**config.mk**
```make
export PLATFORM = sky130hd
export DESIGN_NAME = dmem_ctrl
export DESIGN_NICKNAME = d
export VERILOG_FILES = /design/src/rtl/dmem_ctrl.sv
export SDC_FILE = /design/constraint.sdc
export NUM_CORES = 1
export LEC_CHECK = 0
export ABC_AREA = 1
export BUFFER_PORTS_ARGS = -buffer_cell sky130_fd_sc_hd__buf_2
export CAP_MARGIN = 20
export CORE_MARGIN = 2
export CORE_UTILIZATION = 25
export CTS_CLUSTER_SIZE = 24
export DETAILED_ROUTE_END_ITERATION = 12
export SYNTH_ARGS = -nofsm -noshare
export SYNTH_HDL_FRONTEND = slang
export SYNTH_SLANG_ARGS = --single-unit
```
**constraint.sdc**
```tcl
create_clock -name clk -period 19.4 [get_ports clk]
set_clock_uncertainty 0.05 [all_clocks]
set_input_delay 2.91 -clock clk [delete_from_list [all_inputs] [get_ports clk]]
set_output_delay 2.91 -clock clk [all_outputs]
set_load 0.02 [all_outputs]
```
**src/rtl/dmem_ctrl.sv**
```systemverilog
// Data-memory access controller: turns a level-held load/store request into one or two
// word-wide RAM beats with byte enables, and returns right-aligned load data with a ready pulse.
module dmem_ctrl #(
  parameter int ADDR_W   = 14,
  parameter bit SPLIT_EN = 1'b1
) (
  input  logic              clk,
  input  logic              rst,
  input  logic              mem_read_en,
  input  logic              mem_write_en,
  input  logic [31:0]       mem_addr,
  input  logic [31:0]       mem_data,
  input  logic [1:0]        byte_size,
  output logic [31:0]       mem_data_in,
  output logic              mem_read_ready,
  output logic              mem_write_ready,
  output logic              mem_err,
  output logic              ram_req,
  output logic              ram_we,
  output logic [3:0]        ram_be,
  output logic [ADDR_W-1:0] ram_addr,
  output logic [31:0]       ram_wdata,
  input  logic [31:0]       ram_rdata,
  input  logic              ram_ack
);

  typedef enum logic [1:0] {IDLE, B0, B1, RESP} state_t;

  state_t            state_reg;
  logic              rd_reg;
  logic [1:0]        off_reg;
  logic [1:0]        size_reg;
  logic [3:0]        be1_reg;
  logic [ADDR_W-1:0] addr1_reg;
  logic [31:0]       wdata1_reg;
  logic [63:0]       buf_reg;

  logic [7:0]        lane_base;
  logic [7:0]        lane_mask;
  logic [31:0]       data_mask;
  logic [63:0]       wide_data;
  logic [ADDR_W-1:0] addr0;
  logic [ADDR_W-1:0] addr1;
  logic              straddle;
  logic              unused_addr_bits;

  always_comb begin
    lane_base = 8'h0F;
    data_mask = 32'hFFFF_FFFF;
    case (byte_size)
      2'd1: begin
        lane_base = 8'h01;
        data_mask = 32'h0000_00FF;
      end
      2'd2: begin
        lane_base = 8'h03;
        data_mask = 32'h0000_FFFF;
      end
      default: begin
        lane_base = 8'h0F;
        data_mask = 32'hFFFF_FFFF;
      end
    endcase
  end

  // Lanes and data for both beats are computed as one 8-lane / 64-bit window.
  assign lane_mask = lane_base << mem_addr[1:0];
  assign wide_data = {32'b0, mem_data & data_mask} << {mem_addr[1:0], 3'b000};
  assign addr0     = mem_addr[ADDR_W+1:2];
  assign addr1     = addr0 + {{(ADDR_W-1){1'b0}}, 1'b1};
  assign straddle  = |lane_mask[7:4];
  assign unused_addr_bits = &{1'b0, mem_addr[31:ADDR_W+2]};

  function automatic logic [31:0] load_align(input logic [63:0] b, input logic [1:0] off,
                                             input logic [1:0] sz);
    logic [63:0] s;
    s = b >> {off, 3'b000};
    case (sz)
      2'd1:    load_align = {24'b0, s[7:0]};
      2'd2:    load_align = {16'b0, s[15:0]};
      default: load_align = s[31:0];
    endcase
  endfunction

  always_ff @(posedge clk or posedge rst) begin
    if (rst) begin
      state_reg       <= IDLE;
      rd_reg          <= 1'b0;
      off_reg         <= 2'b0;
      size_reg        <= 2'b0;
      be1_reg         <= 4'b0;
      addr1_reg       <= '0;
      wdata1_reg      <= 32'b0;
      buf_reg         <= 64'b0;
      mem_data_in     <= 32'b0;
      mem_read_ready  <= 1'b0;
      mem_write_ready <= 1'b0;
      mem_err         <= 1'b0;
      ram_req         <= 1'b0;
      ram_we          <= 1'b0;
      ram_be          <= 4'b0;
      ram_addr        <= '0;
      ram_wdata       <= 32'b0;
    end else begin
      case (state_reg)
        IDLE: begin
          if (mem_read_en || mem_write_en) begin
            rd_reg     <= mem_read_en;
            off_reg    <= mem_addr[1:0];
            size_reg   <= byte_size;
            be1_reg    <= lane_mask[7:4];
            addr1_reg  <= addr1;
            wdata1_reg <= mem_read_en ? 32'b0 : wide_data[63:32];
            if (straddle && !SPLIT_EN) begin
              state_reg       <= RESP;
              mem_err         <= 1'b1;
              mem_read_ready  <= mem_read_en;
              mem_write_ready <= !mem_read_en;
              mem_data_in     <= 32'b0;
            end else begin
              state_reg <= B0;
              ram_req   <= 1'b1;
              ram_we    <= !mem_read_en;
              ram_be    <= lane_mask[3:0];
              ram_addr  <= addr0;
              ram_wdata <= mem_read_en ? 32'b0 : wide_data[31:0];
            end
          end
        end
        B0: begin
          if (ram_ack) begin
            buf_reg[31:0] <= ram_rdata;
            if (be1_reg != 4'b0) begin
              state_reg <= B1;
              ram_be    <= be1_reg;
              ram_addr  <= addr1_reg;
              ram_wdata <= wdata1_reg;
            end else begin
              state_reg       <= RESP;
              ram_req         <= 1'b0;
              ram_we          <= 1'b0;
              ram_be          <= 4'b0;
              ram_addr        <= '0;
              ram_wdata       <= 32'b0;
              mem_read_ready  <= rd_reg;
              mem_write_ready <= !rd_reg;
              mem_data_in     <= rd_reg ? load_align({buf_reg[63:32], ram_rdata}, off_reg, size_reg)
                                        : 32'b0;
            end
          end
        end
        B1: begin
          if (ram_ack) begin
            buf_reg[63:32]  <= ram_rdata;
            state_reg       <= RESP;
            ram_req         <= 1'b0;
            ram_we          <= 1'b0;
            ram_be          <= 4'b0;
            ram_addr        <= '0;
            ram_wdata       <= 32'b0;
            mem_read_ready  <= rd_reg;
            mem_write_ready <= !rd_reg;
            mem_data_in     <= rd_reg ? load_align({ram_rdata, buf_reg[31:0]}, off_reg, size_reg)
                                      : 32'b0;
          end
        end
        default: begin
          // RESP: the upstream drops its enable on the edge that ends this cycle.
          state_reg       <= IDLE;
          mem_read_ready  <= 1'b0;
          mem_write_ready <= 1'b0;
          mem_err         <= 1'b0;
          mem_data_in     <= 32'b0;
        end
      endcase
    end
  end

endmodule

```
==> flow_summary.yaml <==
run_status:
  outcome: "completed"
logic_synthesis:
  synth_edf_count: 0
  async_reset_ff_share_pct: 100
  synth-main-ff-cell: "dfrtp_1"
  ys_seq_area_share_pct: 43.6
  synth_warnings: 0
  ys_seq_elements: 190
  synth_cell_types: 32
  postSynthCellCount: 1627
  synthesis.nets: 1737
  avgSynthCellArea_um2: 6.70
  netlist_area_mm2: 0.0109
finish:
  final_cell_mix: "nand2_1 (800), dfrtp_1 (189), nand3_1 (173)"
  final_layout_size_suffix_gt1_share_pct: 13.8
  stdcell_area_mm2: 0.0127
  syn2layout_area_growth_pct: 16.5
  utilization_pct: 29.5
  stdcell_count: 2336
  final_common_cell: "nand2_1"
  nNetsFinal: 1847
  largest_reg_flops: 56
pwr:
  vdd_ir_drop_max_v: 0.0000891
  leakagePower_nw: 7.03
  p_per_area_mw_per_mm2: 157
  p_total_mw: 2.00
job:
  maxCapViolCount: 0
timing:
  setup_ws_ns: 14.66
  tns_ns: 0
  hold_violations: 0
  slew_viol_final: 0
  max_freq_ghz: 0.211
  slew_headroom_pct: 37.9
  fin_crit_sh_pct: 24.4
  setup_viol: 0
  whs_ns: 0.426
  fin_crit_ns: 4.74
  max_slew.worst_pin.slew_ns: 0.932
  rsz0062_at_grt: "false"
cts:
  cts_made_buffers: 17
  root_buffer: "clkbuf_16"
  cts_sinks: 190
  h-tree-depth: 4
  clockBufferDepth: 2
  hold_buffers: 0
  cts_resized: 0
  clk_pin_slew_ns: 0.07
  clk_latency_ns: 0.46
  postCtsSetupBuffers: 0
  cts_tree: "built"
min_path:
  hold_class: "flip-flop to flip-flop"
  hold_depth: 2
drt:
  vias_per_cell: 4.61
  drt-total-wl_um: 34700
  drtPass1Iterations: 5
  ant_nets: 0
  routed-via-count: 10778
  drcViolationCount: 0
  wl_per_cell_um: 14.9
  first_iter_violations: 1021
setup_path:
  rr_worst_depth: 10
  cpMostUsedCell: "nand2_1"
  cp_num_buf_inv: 3
  max_stage_delay_ns: 0.49
  crit_chain: "buf_2 -> nor2_1 -> nand2_1 -> nand3b_2 -> buf_4 -> inv_2 -> nand2_1 -> nand2_1 -> o21ai_1"
  cp.required_ns: 19.73
  cp_data_arrival_time_ns: 5.06
  rrSetupSlack_ns: 16.53
  cpMaxStageDelayCell: "buf_4"
  worstReg2RegEnd: "ram_req"
  r2r-start: "state_reg[0]"
  critPathCaptureType: "flip-flop"
  cp_top_family: "buffers and inverters"
  crit_path_start: "mem_read_en"
  crit_path_end: "ram_we"
  cp_max_fo: 53
  cp.depth: 9
  startpoint_type: "input pin"
  crit_type: "input pin to flip-flop"
place:
  place_congestion: 0.846
  hpwl_um: 24100
  dp_slack_ns: 14.16
  placed_area_mm2: 0.0121
  place_inst: 2301
  portBuffers: 172
floorplanning:
  fp-row-count: 76
  die_y_um: 213
  dieArea_mm2: 0.0453
  start_util_pct: 25.3
  io_pins: 190
  coreArea_mm2: 0.0431
  die_x_um: 213
grt:
  overflow: 0
  grt_max_degree: 124
  antenna_found_initial: 3
  grt_pass1_vias: 10366
  grt_pass1_wl_um: 56300
  grt.total_usage_pct: 15.8
[cells by family after synthesis]
group / Yosys count / share of synthesized area (%)
compound gates: 156 / 7.46
xor+xnor: 1 / 0.0803
fa+ha+maj: 7 / 0.803
buf+inv: 230 / 9.12
flops: 190 / 43.6
other cells: 1 / 0.0344
simple gates: 1042 / 38.9
[routing by layer]
layer  vias to the layer above  global-route usage, %  wire [um]
li1                       5301                      -          -
met1                      5044                   21.0      15500
met2                       389                   25.9      16100
met3                        38                   3.66       2500
met4                         6                   4.05        537
met5                         -                      0         35
[worst min path at each step]
stage | endpoint | from
finish | ram_wdata[8] | ram_wdata[8]
global route | mem_data_in[0] | mem_data_in[0]
CTS | ram_wdata[10] | ram_wdata[10]
detailed placement | ram_wdata[29] | ram_wdata[29]
global placement | ram_addr[1] | ram_addr[1]
floorplan | addr1_reg[10] | addr1_reg[10]
[power breakdown]
group,switching (mW),internal (mW),total [mW]
registers,0.0824,0.556,0.639
clock network,0.170,0.180,0.350
logic,0.722,0.289,1.01
[worst min-delay path, delay by kind of cell, from the launching register on]
| kind | cells | cell delay, ns |
|---|---|---|
| flops | 1 | 0.34 |
| simple gates | 2 | 0.10 |
[cell type report]
class,instances,area [um^2]
multi-input combinational,1207,5160
clock inverter,13,133
sequential,190,4760
fill,4787,30400
timing repair buffer,182,961
clock buffer,19,433
tap,585,732
antenna,1,2.50
inverter,139,531
[Yosys cell counts (2+ instances only)]
cell type / instances / share of area (%)
a21oi_1: 11 / 0.50
buf_1: 3 / 0.10
buf_2: 52 / 2.4
buf_4: 13 / 0.89
buf_6: 2 / 0.21
clkbuf_1: 20 / 0.69
clkinv_1: 3 / 0.10
dfrtp_1: 190 / 44
ha_1: 7 / 0.80
inv_1: 128 / 4.4
inv_2: 7 / 0.24
nand2_1: 801 / 28
nand2_2: 3 / 0.17
nand3_1: 173 / 7.9
nand4_1: 13 / 0.75
nor2_1: 39 / 1.3
nor2_2: 6 / 0.34
nor2_4: 3 / 0.31
o21ai_0: 113 / 5.2
o21ai_1: 11 / 0.50
o22ai_1: 18 / 1.0
(Power assumes the default switching activity.)
